### src/rtl/noc_link_pkg.sv
// noc_link_pkg: shared types and default widths for the credit-based router link.
package noc_link_pkg;
  localparam int DEF_FLIT_WIDTH = 64;
  localparam int DEF_DEST_WIDTH = 6;
  typedef enum logic {TRK_HEAD, TRK_BODY} trk_e;
endpackage

### src/rtl/noc_flit_fifo.sv
// noc_flit_fifo: first-word-fall-through FIFO with wrap-bit pointers and occupancy count.
module noc_flit_fifo #(
  parameter int W     = 71,
  parameter int DEPTH = 8
) (
  input  logic                     clk,
  input  logic                     rst,
  input  logic                     push_i,
  input  logic                     pop_i,
  input  logic [W-1:0]             din_i,
  output logic [W-1:0]             dout_o,
  output logic                     full_o,
  output logic                     empty_o,
  output logic [$clog2(DEPTH):0]   count_o
);
  localparam int AW = $clog2(DEPTH);
  logic [W-1:0] mem_q [DEPTH];
  logic [AW:0]  wr_q, rd_q;
  always_ff @(posedge clk or posedge rst) begin
    if (rst) begin
      wr_q <= '0;
      rd_q <= '0;
    end else begin
      if (push_i) wr_q <= wr_q + (AW+1)'(1);
      if (pop_i) rd_q <= rd_q + (AW+1)'(1);
    end
  end
  // Storage is not reset; validity comes solely from the pointers.
  always_ff @(posedge clk) begin
    if (push_i) mem_q[wr_q[AW-1:0]] <= din_i;
  end
  assign dout_o  = mem_q[rd_q[AW-1:0]];
  assign count_o = wr_q - rd_q;
  assign full_o  = count_o == (AW+1)'(DEPTH);
  assign empty_o = count_o == '0;
endmodule

### src/rtl/noc_credit_link_rx.sv
// noc_credit_link_rx: link receiver buffering flits, returning credits on pop and checking packet framing.
module noc_credit_link_rx
  import noc_link_pkg::*;
#(
  parameter int FLIT_WIDTH        = DEF_FLIT_WIDTH,
  parameter int DEST_WIDTH        = DEF_DEST_WIDTH,
  parameter int FLIT_BUFFER_DEPTH = 8,
  parameter int CNT_WIDTH         = 16
) (
  input  logic                                 clk_noc,
  input  logic                                 rst_noc,
  input  logic [FLIT_WIDTH-1:0]                data_in,
  input  logic [DEST_WIDTH-1:0]                dest_in,
  input  logic                                 is_tail_in,
  input  logic                                 send_in,
  output logic                                 credit_out,
  output logic                                 out_valid,
  input  logic                                 out_ready,
  output logic [FLIT_WIDTH-1:0]                out_data,
  output logic [DEST_WIDTH-1:0]                out_dest,
  output logic                                 out_is_tail,
  output logic [$clog2(FLIT_BUFFER_DEPTH):0]   occupancy,
  output logic [CNT_WIDTH-1:0]                 pkt_count,
  output logic                                 err_overflow,
  output logic                                 err_dest_mis,
  input  logic                                 err_clear
);
  localparam int W = FLIT_WIDTH + DEST_WIDTH + 1;
  logic                  full, empty, pop, push, ovf, mis;
  logic [W-1:0]          head;
  logic                  credit_q, err_ovf_q, err_ovf_d, err_mis_q, err_mis_d;
  logic [CNT_WIDTH-1:0]  pkt_q;
  logic [DEST_WIDTH-1:0] dest_q, dest_d;
  trk_e                  trk_q, trk_d;
  noc_flit_fifo #(.W(W), .DEPTH(FLIT_BUFFER_DEPTH)) u_fifo (
    .clk(clk_noc), .rst(rst_noc), .push_i(push), .pop_i(pop),
    .din_i({is_tail_in, dest_in, data_in}), .dout_o(head),
    .full_o(full), .empty_o(empty), .count_o(occupancy)
  );
  assign out_valid = !empty;
  assign {out_is_tail, out_dest, out_data} = head;
  assign pop  = out_valid && out_ready;
  // A pop frees a slot at the same edge, so a full FIFO can still take the arriving flit.
  assign push = send_in && (!full || pop);
  assign ovf  = send_in && full && !pop;
  assign mis  = push && trk_q == TRK_BODY && dest_in != dest_q;
  always_comb begin
    trk_d     = trk_q;
    dest_d    = dest_q;
    if (push) begin
      dest_d = trk_q == TRK_HEAD ? dest_in : dest_q;
      trk_d  = is_tail_in ? TRK_HEAD : TRK_BODY;
    end
    err_ovf_d = ovf || (err_ovf_q && !err_clear);
    err_mis_d = mis || (err_mis_q && !err_clear);
  end
  always_ff @(posedge clk_noc or posedge rst_noc) begin
    if (rst_noc) begin
      credit_q  <= 1'b0;
      pkt_q     <= '0;
      err_ovf_q <= 1'b0;
      err_mis_q <= 1'b0;
      trk_q     <= TRK_HEAD;
      dest_q    <= '0;
    end else begin
      credit_q  <= pop;
      pkt_q     <= pkt_q + CNT_WIDTH'(pop && out_is_tail);
      err_ovf_q <= err_ovf_d;
      err_mis_q <= err_mis_d;
      trk_q     <= trk_d;
      dest_q    <= dest_d;
    end
  end
  assign credit_out   = credit_q;
  assign pkt_count    = pkt_q;
  assign err_overflow = err_ovf_q;
  assign err_dest_mis = err_mis_q;
endmodule
### config.mk
export PLATFORM = sky130hd
export DESIGN_NAME = noc_credit_link_rx
export DESIGN_NICKNAME = d
export VERILOG_FILES = /design/src/rtl/noc_link_pkg.sv /design/src/rtl/noc_flit_fifo.sv /design/src/rtl/noc_credit_link_rx.sv
export SDC_FILE = /design/constraint.sdc
export NUM_CORES = 1
export LEC_CHECK = 0
export BUFFER_PORTS_ARGS = -buffer_cell sky130_fd_sc_hd__clkbuf_2
export CORE_ASPECT_RATIO = 0.9
export CORE_UTILIZATION = 39
export DETAILED_ROUTE_END_ITERATION = 6
export PLACE_DENSITY = 0.59
export SYNTH_ARGS = -nofsm -noshare
export SYNTH_HDL_FRONTEND = slang
export SYNTH_HIERARCHICAL = 1
export SYNTH_SLANG_ARGS = --single-unit
### constraint.sdc
create_clock -name clk_noc -period 9.41 [get_ports clk_noc]
set_input_delay 2.823 -clock clk_noc [delete_from_list [all_inputs] [get_ports clk_noc]]
set_output_delay 2.823 -clock clk_noc [all_outputs]
set_load 0.005 [all_outputs]
After elaboration in Yosys (flattened, before gate mapping)
Memory sizes are Yosys's and may differ from the RTL's.
Cells that the tools add are included.
- bits in writable memories: 568
- output and inout bits: 95
- logic and storage cells: 37
- memories kept: 1
- input port bits: 76
- flip-flop bits (word level): 34
- memories (name ; depth ; bits a word ; read ports ; clocked after Yosys merged registers in ; write ports ; line ; text):
    u_fifo.mem_q ; 8 ; 71 ; 1 ; 0 ; 1 ; noc_flit_fifo.sv:17 ; logic [W-1:0] mem_q [DEPTH];
- add/subtract/negate cells: 4
- muxes and demuxes: 3
- reduce and logical (&&, ||, !) cells: 18
- equality and inequality tests: 2
- bitwise gates (word level): 1
- operator list (cell ; count):
    adder 16 x 1 -> 16 bit ; 1
    logical AND 1 bit ; 9
    adder 4 x 1 -> 4 bit (second input constant) ; 2
    != test 6 bit ; 1
    == test 4 bit (second input constant) ; 1
    zero test 1 bit ; 4
    zero test 4 bit ; 1
    subtractor 4 bit ; 1
    logical OR 1 bit ; 3
    2-to-1 mux 1 bit ; 3
    AND reduction 2 bit ; 1
    inverter 1 bit ; 1

Longest topological paths before layout
Gate-level depths: netlist of run 1.
- depth in word-level cells: 9
- gate-level depth with buffers: 16
- mapped depth without buffers: 15

Modules after synthesis
The synthesis of run 1 kept the hierarchy.
- modules (own cells, without submodules) (module ; sequential area each (um^2) ; area each (um^2) ; cells an instance ; instances):
    noc_flit_fifo ; 17256.6 ; 21827.2 ; 1025 ; 1
    noc_credit_link_rx ; 650.6 ; 1176.1 ; 98 ; 1

Worst setup path after synthesis of run 1
Ideal clock, no wire load.
- kind: input to register
- from: in out_ready
- to: mem u_fifo.mem_q[0][0], enable pin
- stages on the path: 6
- arrival: 8.249 ns
- library setup time: 0.587 ns
- setup slack: 0.574 ns
- buffers on the path: 0
- data required time: 8.823 ns
- cell sequence: nand2b_1 -> inv_1 -> o21ai_1 -> inv_1 -> nand2_1 -> nor3_1
- cells in the longest elaborated chain, start to end: 5
- RTL lines (what ; line ; text):
    start: declaration ; noc_credit_link_rx.sv:18 ; input logic out_ready,
    logical AND 1 bit ; noc_credit_link_rx.sv:42 ; assign pop = out_valid && out_ready;
    net pop ; noc_credit_link_rx.sv:29 ; logic full, empty, pop, push, ovf, mis;
    logical OR 1 bit ; noc_credit_link_rx.sv:44 ; assign push = send_in && (!full || pop);
    logical AND 1 bit ; noc_credit_link_rx.sv:44 ;
    net push ; noc_credit_link_rx.sv:29 ;
    2-to-1 mux 1 bit ; noc_flit_fifo.sv:30 ; if (push_i) mem_q[wr_q[AW-1:0]] <= din_i;
    2-to-1 mux 1 bit (implied by the code) ; noc_flit_fifo.sv:30 ;
    end: declaration ; noc_flit_fifo.sv:17 ;
The timed path passes the listed nets, and every way through them passes these cells.

Worst setup path in the final report of run 1
- from: reg u_fifo.rd_q[2]
- to: out out_valid
- cells in the longest elaborated chain, start to end: 3
- RTL lines (what ; line ; text):
    start: declaration ; noc_flit_fifo.sv:18 ; logic [AW:0] wr_q, rd_q;
    start signal: assignment ; noc_flit_fifo.sv:25 ; if (pop_i) rd_q <= rd_q + (AW+1)'(1);
    subtractor 4 bit ; noc_flit_fifo.sv:33 ; assign count_o = wr_q - rd_q;
    zero test 4 bit ; noc_flit_fifo.sv:35 ; assign empty_o = count_o == '0;
    net empty ; noc_credit_link_rx.sv:29 ;
    zero test 1 bit ; noc_credit_link_rx.sv:40 ; assign out_valid = !empty;
    end: declaration ; noc_credit_link_rx.sv:17 ; output logic out_valid,
The timed path passes the listed nets, and every way through them passes these cells.

==> impl_metrics.py, run 1 <==
metrics = {
    "outcome": {
        "status": "complete, no violations",
    },
    "logic_synthesis": {
        "ys_seq_elements": 602,
        "synthArstFlopShare_pct": 5.65,
        "dominantRegCellSynth": "edfxtp_1",
        "syn_avg_cell_area_um2": 20.5,
        "synth-edff-count": 568,
        "netlist_instances": 1123,
        "synth_cell_types": 36,
        "yosys_warnings": 6,
        "syn_nets": 1208,
        "synth_area_um2": 23000,
        "seq_area_frac_synth_pct": 77.8,
    },
    "worst_setup_path": {
        "worstPathArrival_ns": 3.35,
        "cp-end-kind": "output pin",
        "path_cells": "clkinv_2 -> ha_1 -> xor2_1 -> or3_1 -> a21oi_1 -> inv_1 -> clkbuf_2",
        "required_ns": 6.59,
        "critPathBufInv": 3,
        "max_stage_delay_ns": 0.78,
        "path_max_fanout": 35,
        "crit_slowest_cell": "dfrtp_4",
        "criticalPathCategory": "reg2out",
        "start_kind": "flip-flop",
        "path_delay_family": "flip-flops",
    },
    "pwr": {
        "switching_share_pct": 29.4,
        "p_per_area_nw_per_um2": 317,
        "netSwitchingPower_mw": 2.51,
        "ir_worst_vdd_v": 0.000161,
        "seqPwrFrac_pct": 42.5,
        "p_int_mw": 6.04,
        "leakage_nw": 9.33,
        "p_comb_share_pct": 27.4,
        "clkPwrFrac_pct": 30.1,
    },
    "detailed_routing": {
        "drtIter0Drc": 685,
        "wl_mm": 46.2,
        "routedWlPerCell_um": 21.5,
        "viasPerCell": 5.06,
        "final_antenna_net_count": 0,
        "dr.pass1.iters": 4,
        "route.detailed.drc": 0,
        "vias": 10900,
    },
    "grt": {
        "track_usage_pct": 16.0,
        "antenna_found_initial": 3,
        "grt_start_max_net_pins": 77,
        "grt_pass1_vias": 11500,
        "grt-ovfl-total": 0,
        "grt_pass1_wl_mm": 70.8,
    },
    "final_layout": {
        "layout.nets": 1416,
        "fillCellCount": 4924,
        "syn_to_final_growth_pct": 17.1,
        "final_util_pct": 46.2,
        "final_layout_size_suffix_gt1_share_pct": 32.1,
        "antenna_cells": 0,
        "fin_area_um2": 26900,
    },
    "die": {
        "dieArea_um2": 60000,
        "die_x_um": 258,
        "initial_core_util_pct": 39.4,
        "die_h_um": 232,
        "io_pins": 171,
        "rows": 84,
        "coreArea_um2": 58300,
    },
    "flow_run": {
        "max_cap_violations": 0,
    },
    "clock_network": {
        "cts_tree": "done",
        "ctsHtreeMaxLevel": 3,
        "clkLatencyLatePin_ns": 0.59,
        "clock_path_buffers": 3,
        "cts_hold_buf": 0,
        "cts_sinks": 602,
        "cts_setup_buffers": 0,
        "cts_buffers": 66,
        "path_clk_slew_ns": 0.06,
        "cts_root_buf": "clkbuf_16",
        "post_cts_resized": 0,
    },
    "sta": {
        "hold_violations": 0,
        "relSlewSlack_pct": 25.5,
        "finalSetupTns_ns": 0,
        "timing.final.crit_share_pct": 65.5,
        "period_minus_slack_ns": 6.17,
        "max_freq_ghz": 0.162,
        "finClkSkew_ns": 0.0191,
        "slew_violations": 0,
        "fin_ws_ns": 3.24,
        "final-setup-viol-count": 0,
        "worst-slew-pin-transition_ns": 1.12,
        "rsz0062_at_grt": "false",
    },
    "placement": {
        "dpl_worst_slack_ns": 3.45,
        "gp_congestion": 0.731,
        "place_hpwl_mm": 24.8,
        "place_area_um2": 24800,
        "numPortBuffers": 170,
    },
    "min_path": {
        "hold_class": "reg2reg",
    },
}
==> worst paths after layout <==
| check | start | end | slack, ns | cells after the start |
|---|---|---|---|---|
| worst min-delay path | pkt_count[10]$_DFF_PP0_ | pkt_count[10]$_DFF_PP0_ | 0.50 | 1 |
| worst max-delay path | u_fifo/rd_q[2]$_DFFE_PP0P_ | out_valid | 3.24 | 7 |
| worst max register to register | u_fifo/rd_q[2]$_DFFE_PP0P_ | u_fifo/mem_q[4][61]$_DFFE_PP_ | 3.85 | 12 |
| max in group asynchronous | rst_noc | pkt_count[15]$_DFF_PP0_ | 6.36 | 2 |
| worst min register to register | pkt_count[10]$_DFF_PP0_ | pkt_count[10]$_DFF_PP0_ | 0.50 | 1 |
| min in group asynchronous | rst_noc | u_fifo/wr_q[3]$_DFFE_PP0P_ | 2.17 | 2 |
==> Yosys cell counts (all sizes together), types with 3 or more instances <==
| cell | count | area [µm²] |
|---|---|---|
| edfxtp | 568 | 17100 |
| nand2 | 225 | 845 |
| mux4 | 142 | 3200 |
| dfrtp | 34 | 851 |
| buf | 32 | 204 |
| xnor2 | 18 | 165 |
| clkbuf | 16 | 60.1 |
| inv | 14 | 52.6 |
| nor2 | 10 | 40.0 |
| xor2 | 10 | 87.6 |
| ha | 8 | 100 |
| mux2 | 7 | 78.8 |
| nand3 | 6 | 30.0 |
| nand4 | 6 | 43.8 |
| o21ai | 5 | 25.0 |
| and2 | 3 | 18.8 |
| and4 | 3 | 26.3 |
| nand2b | 3 | 18.8 |
==> cells by family (layout without fill, tap and decap cells) <==
kind of cell	count (synthesis)	in the layout	synth area share (%)
flops	602	602	77.8
fa+ha+maj	9	9	0.522
mux	149	149	14.2
compound gates	9	9	0.223
xor+xnor	28	28	1.10
simple gates	264	264	4.69
buf+inv	62	317	1.38
==> power by group through the flow <==
stage	clock, mW	sequential, mW	combinational (mW)
finish	2.57	3.63	2.34
global route	2.74	3.68	2.59
CTS	2.64	3.64	2.42
detailed placement	0	3.70	2.41
global placement	0	3.68	2.40
floorplan	0	3.59	1.63
==> per-stage QoR <==
step                      instances  hold WS [ns]  power (mW)
after floorplan                1123         0.461        5.21
after global placement         2037         0.477        6.08
after detailed placement       2037         0.490        6.11
after CTS                      2152         0.498        8.70
after global routing           2152         0.526        9.02
final                          2152         0.496        8.55
==> cells in the final DEF (no fill, tap or decap), drive strengths merged, types with 3 or more instances in the layout <==
cell type,netlist,routed
ha,8,8
xor2,10,10
o21ai,5,5
clkinv,0,24
and2,3,3
edfxtp,568,568
mux4,142,142
clkbuf,16,250
buf,32,18
bufinv,0,9
xnor2,18,18
nand2b,3,3
and4,3,3
mux2,7,7
nand2,225,225
nor2,10,10
nand4,6,6
nand3,6,6
inv,14,15
dfrtp,34,34
==> registers in the layout (all words and copies together) (netlist names) <==
signal        count
credit_out        1
dest_q            6
err_dest_mis      1
err_overflow      1
pkt_count        16
trk_q             1
u_fifo/mem_q    568
u_fifo/rd_q       4
u_fifo/wr_q       4
==> routing by layer <==
| layer | GRT usage, % | routed length, µm |
|---|---|---|
| met4 | 4.18 | 805 |
| met1 | 22.3 | 21000 |
| met3 | 3.89 | 2460 |
| met5 | 0 | 37 |
| met2 | 25.1 | 21900 |
==> area by class of cell <==
class	count	area, µm²	area share, %
repair buffers	188	998	3.71
clock inverters	35	395	1.47
multi-input cells	459	4830	17.9
well taps	774	968	3.60
clock buffers	80	1770	6.56
inverters	14	53.8	0.200
flip-flops and latches	602	17900	66.5
No activity file was read; power rests on OpenSTA's default activity.
==> inputs of run 2 (changes only) <==
==> constraint.sdc (replaced) <==
create_clock -name clk_noc -period 6.2 [get_ports clk_noc]
set_input_delay 1.86 -clock clk_noc [delete_from_list [all_inputs] [get_ports clk_noc]]
set_output_delay 1.86 -clock clk_noc [all_outputs]
set_load 0.005 [all_outputs]
==> run 2 against run 1 <==
Final cell count down 0.42%. Worst setup slack worse by 1.8 ns. Via count up 0.81%. Register-to-register slack worse by 1.8 ns. Clock power up 39%. Critical endpoint is now out_data[29]. Largest cell class unchanged.
==> impl_metrics.py, run 2 (synthesis results as in run 1) <==
metrics = {
    "pwr": {
        "p_total_mw": 12.7,
        "p_per_area_nw_per_um2": 474,
        "leakage_nw": 9.24,
        "ir_worst_vdd_v": 0.000352,
    },
    "flow_run": {
        "max_cap_violations": 0,
    },
    "sta": {
        "rsz0062_at_grt": "false",
        "whs_ns": 0.495,
        "finalSetupTns_ns": 0,
        "slew_violations": 0,
        "worst-slew-pin-transition_ns": 1.15,
        "period_minus_slack_ns": 4.79,
        "hold_violations": 0,
        "timing.final.crit_share_pct": 77.2,
        "finClkSkew_ns": 0.0195,
        "relSlewSlack_pct": 23.6,
        "final-setup-viol-count": 0,
        "max_freq_ghz": 0.209,
    },
    "clock_network": {
        "cts_tree": "done",
        "path_clk_slew_ns": 0.06,
        "cts_sinks": 602,
        "clock_path_buffers": 3,
        "cts_buffers": 60,
        "cts_hold_buf": 0,
        "cts_setup_buffers": 0,
        "ctsHtreeMaxLevel": 2,
        "cts_root_buf": "clkbuf_16",
        "clkLatencyLatePin_ns": 0.62,
        "post_cts_resized": 0,
    },
    "grt": {
        "grt_pass1_vias": 11600,
        "grt_pass1_wl_mm": 71.5,
        "antenna_found_initial": 3,
        "grt-ovfl-total": 0,
        "track_usage_pct": 16.0,
        "grt_start_max_net_pins": 85,
    },
    "final_layout": {
        "layout.nets": 1406,
        "layout_common_cells": "568 x edfxtp_1, 225 x nand2_1, 170 x clkbuf_2",
        "largest_reg_flops": 568,
        "fillCellCount": 4950,
        "syn_to_final_growth_pct": 16.7,
        "final_common_cell": "edfxtp_1",
        "final_layout_size_suffix_gt1_share_pct": 31.6,
    },
    "worst_setup_path": {
        "r2r-start": "u_fifo/rd_q[0]$_DFFE_PP0P_",
        "worstPathArrival_ns": 2.93,
        "cp-end-kind": "output pin",
        "start_kind": "flip-flop",
        "path_max_fanout": 73,
        "criticalPathCategory": "reg2out",
        "required_ns": 4.34,
        "cp-startpoint": "u_fifo/rd_q[0]$_DFFE_PP0P_",
    },
    "die": {
        "die_x_um": 258,
        "die_h_um": 232,
        "dieArea_um2": 60000,
        "initial_core_util_pct": 39.4,
        "rows": 84,
        "io_pins": 171,
        "coreArea_um2": 58300,
    },
    "detailed_routing": {
        "viasPerCell": 5.12,
        "wl_mm": 47.2,
        "drtIter0Drc": 579,
        "routedWlPerCell_um": 22.0,
        "final_antenna_net_count": 0,
        "route.detailed.drc": 0,
        "vias": 11000,
        "dr.pass1.iters": 5,
    },
    "min_path": {
        "hold_class": "reg2reg",
        "hp-start": "u_fifo/wr_q[3]$_DFFE_PP0P_",
    },
    "placement": {
        "gp_congestion": 0.712,
        "numPortBuffers": 170,
        "place_hpwl_mm": 24.3,
    },
    "outcome": {
        "status": "complete, no violations",
    },
}
## run 2: changes by cell type in the layout (fill, tap and decap cells not counted), sizes merged
cell / before / now
clkinv: 24 / 30
clkbuf: 250 / 242
bufinv: 9 / 7
inv: 15 / 13
buf: 18 / 14
diode: 0 / 1
## run 2: final cells by class
type	instances	area (µm²)	share of cell area (%)
sequential	602	17900	66.8
multi-input combinational	459	4850	18.1
clock buffer	72	1570	5.84
timing repair buffer	184	1090	4.07
tap	774	968	3.61
clock inverter	37	384	1.43
inverter	14	53.8	0.200
antenna	1	2.50	0.00932
## run 2: stage by stage
stage,util [%],instance area [µm²],instances,worst slack [ns]
5_1_grt,46.0,26800,2142,1.22
3_5_place_dp,42.7,24900,2033,1.94
4_1_cts,46.0,26800,2142,1.33
6_report,46.0,26800,2143,1.41
2_1_floorplan,-,23000,1123,0.175
3_3_place_gp,42.7,24900,2033,2.01
## run 2: worst paths after layout
| path | to | slack, ns | depth (start not counted) |
|---|---|---|---|
| max reg2reg | u_fifo/mem_q[6][4]$_DFFE_PP_ | 2.08 | 13 |
| max in group asynchronous | pkt_count[9]$_DFF_PP0_ | 4.11 | 2 |
| min reg2reg | u_fifo/wr_q[3]$_DFFE_PP0P_ | 0.49 | 1 |
| max | out_data[29] | 1.41 | 5 |
| min | u_fifo/wr_q[3]$_DFFE_PP0P_ | 0.49 | 1 |
| min in group asynchronous | u_fifo/rd_q[3]$_DFFE_PP0P_ | 1.20 | 2 |
## run 2: worst max-delay path: stages (launching register included)
cell and delay [ns]:
dfrtp_4 0.72, buf_12 0.50, mux4_2 0.58, nand2_1 0.08, nand2_1 0.14, clkbuf_2 0.15
## run 2: report_power, final
part	leakage [nW]	internal (mW)	total [mW]	switching, mW
logic	2.71	1.64	3.72	2.08
registers	5.58	5.17	5.41	0.247
clock network	0.953	2.09	3.58	1.49
total	9.24	8.89	12.7	3.82
## run 2: routing by layer
layer  GRT usage (%)  wire, µm  vias up  share of wire [%]
met5               0        35        -              0.074
li1                -         -     4840                  -
met1            22.6     21600     5832                 46
met2            25.2     22400      227                 48
met4            4.31       847        6                1.8
met3            3.22      2290       67                4.9
==> inputs of run 3 (changes only) <==
==> constraint.sdc (replaced) <==
create_clock -name clk_noc -period 4.95 [get_ports clk_noc]
set_input_delay 1.485 -clock clk_noc [delete_from_list [all_inputs] [get_ports clk_noc]]
set_output_delay 1.485 -clock clk_noc [all_outputs]
set_load 0.005 [all_outputs]
==> run 3 against run 2 <==
Clock-buffer cell count grew 9. Critical path depth rose by 1. Core utilization grew 0.14 points. Largest cell class unchanged. Power up 27%. Die area did not move. Critical endpoint is now out_data[5].
==> impl_metrics.py, run 3 (synthesis results as in run 1) <==
metrics = {
    "clock_network": {
        "clkLatencyLatePin_ns": 0.63,
        "cts_tree": "done",
        "post_cts_resized": 0,
        "cts_hold_buf": 0,
        "path_clk_slew_ns": 0.06,
        "clock_path_buffers": 3,
        "cts_setup_buffers": 0,
        "cts_buffers": 61,
        "cts_root_buf": "clkbuf_16",
        "cts_sinks": 602,
        "ctsHtreeMaxLevel": 2,
    },
    "final_layout": {
        "fillCellCount": 4960,
        "largest_reg_flops": 568,
        "final_util_pct": 46.1,
        "layout_common_cells": "568 x edfxtp_1, 225 x nand2_1, 170 x clkbuf_2",
        "multi_input_area_um2": 4850,
        "final_layout_size_suffix_gt1_share_pct": 32.7,
        "finalNonFillerCells": 2159,
        "seq_area_um2": 17900,
        "layout.nets": 1416,
        "final_common_cell": "edfxtp_1",
        "fin_area_um2": 26900,
        "syn_to_final_growth_pct": 17.0,
    },
    "worst_setup_path": {
        "criticalPathCategory": "reg2out",
        "critPathBufInv": 3,
        "r2r_end": "u_fifo/mem_q[6][15]$_DFFE_PP_",
        "worstPathArrival_ns": 3.06,
        "path_cells": "buf_4 -> buf_4 -> mux4_2 -> nand2_1 -> nand2_1 -> clkbuf_2",
        "required_ns": 3.46,
        "cp-startpoint": "u_fifo/rd_q[0]$_DFFE_PP0P_",
        "start_kind": "flip-flop",
        "crit_end": "out_data[5]",
        "path_delay_family": "buffers and inverters",
        "reg2regPathDepth": 14,
        "max_stage_delay_ns": 0.73,
        "path_max_fanout": 41,
        "r2r_slack_ns": 0.60,
        "cp-end-kind": "output pin",
        "crit_slowest_cell": "buf_4",
        "worst-path-stages": 6,
        "r2r-start": "u_fifo/wr_q[0]$_DFFE_PP0P_",
    },
    "pwr": {
        "leakage_nw": 9.31,
        "ir_worst_vdd_v": 0.000508,
        "p_per_area_nw_per_um2": 598,
        "p_total_mw": 16.1,
    },
    "placement": {
        "place_hpwl_mm": 24.8,
        "dpl.cell_count": 2042,
        "numPortBuffers": 170,
        "place_area_um2": 24800,
        "gp_congestion": 0.721,
        "dpl_worst_slack_ns": 0.553,
    },
    "grt": {
        "grt_start_max_net_pins": 145,
        "grt_pass1_vias": 11500,
        "antenna_found_initial": 5,
        "grt-ovfl-total": 0,
        "grt_pass1_wl_mm": 71.1,
        "track_usage_pct": 15.9,
    },
    "sta": {
        "final-setup-viol-count": 0,
        "finClkSkew_ns": 0.0170,
        "whs_ns": 0.497,
        "worst-slew-pin-transition_ns": 1.05,
        "slew_violations": 0,
        "fin_ws_ns": 0.406,
        "max_freq_ghz": 0.220,
        "timing.final.crit_share_pct": 91.8,
        "period_minus_slack_ns": 4.54,
        "finalSetupTns_ns": 0,
        "rsz0062_at_grt": "false",
        "relSlewSlack_pct": 30.2,
        "hold_violations": 0,
    },
    "detailed_routing": {
        "route.detailed.drc": 0,
        "viasPerCell": 5.08,
        "drtIter0Drc": 520,
        "vias": 11000,
        "routedWlPerCell_um": 21.9,
        "dr.pass1.iters": 4,
        "wl_mm": 47.3,
        "final_antenna_net_count": 0,
    },
    "die": {
        "initial_core_util_pct": 39.4,
        "coreArea_um2": 58300,
        "die_x_um": 258,
        "rows": 84,
        "io_pins": 171,
        "die_h_um": 232,
        "dieArea_um2": 60000,
    },
    "min_path": {
        "hold_class": "reg2reg",
    },
    "outcome": {
        "status": "complete, no violations",
    },
    "flow_run": {
        "max_cap_violations": 0,
    },
}
run 3: cell types whose count changed in the layout (fill, tap and decap cells not counted), sizes merged:
cell,before,now
clkinv,30,19
buf,14,23
clkbuf,242,251
clkinvlp,1,5
inv,13,17
diode,1,2
run 3: worst min-delay path by stage:
stage               cells past startpoint                    endpoint                       start  slack [ns]
floorplan                               1  u_fifo/wr_q[3]$_DFFE_PP0P_  u_fifo/wr_q[3]$_DFFE_PP0P_        0.46
global placement                        1  u_fifo/wr_q[3]$_DFFE_PP0P_  u_fifo/wr_q[3]$_DFFE_PP0P_        0.48
finish                                  1  u_fifo/wr_q[3]$_DFFE_PP0P_  u_fifo/wr_q[3]$_DFFE_PP0P_        0.50
detailed placement                      1  u_fifo/wr_q[3]$_DFFE_PP0P_  u_fifo/wr_q[3]$_DFFE_PP0P_        0.49
global route                            1  u_fifo/rd_q[3]$_DFFE_PP0P_  u_fifo/rd_q[3]$_DFFE_PP0P_        0.52
CTS                                     1  u_fifo/wr_q[3]$_DFFE_PP0P_  u_fifo/wr_q[3]$_DFFE_PP0P_        0.50
run 3: per-layer routing:
layer  part of all wire [%]  GRT usage [%]  vias up
met1                     45           22.2     5780
met2                     47           25.1      228
li1                       -              -     4875
met4                    1.9           4.25        8
met5                   0.13              0        -
met3                    5.3           3.77       86
run 3: final cells by class:
class                      count  area share [%]
clock buffer                  81            6.22
sequential                   602            66.6
clock inverter                34            1.45
inverter                      14           0.195
multi-input combinational    459            18.0
tap                          774            3.60
antenna                        2          0.0186
timing repair buffer         193            3.94
run 3: where the power goes:
group	internal [mW]	leakage, nW	switching (mW)	total [mW]
clock network	2.75	0.998	1.92	4.67
logic	2.05	2.73	2.70	4.74
registers	6.48	5.58	0.215	6.69
total	11.3	9.31	4.83	16.1
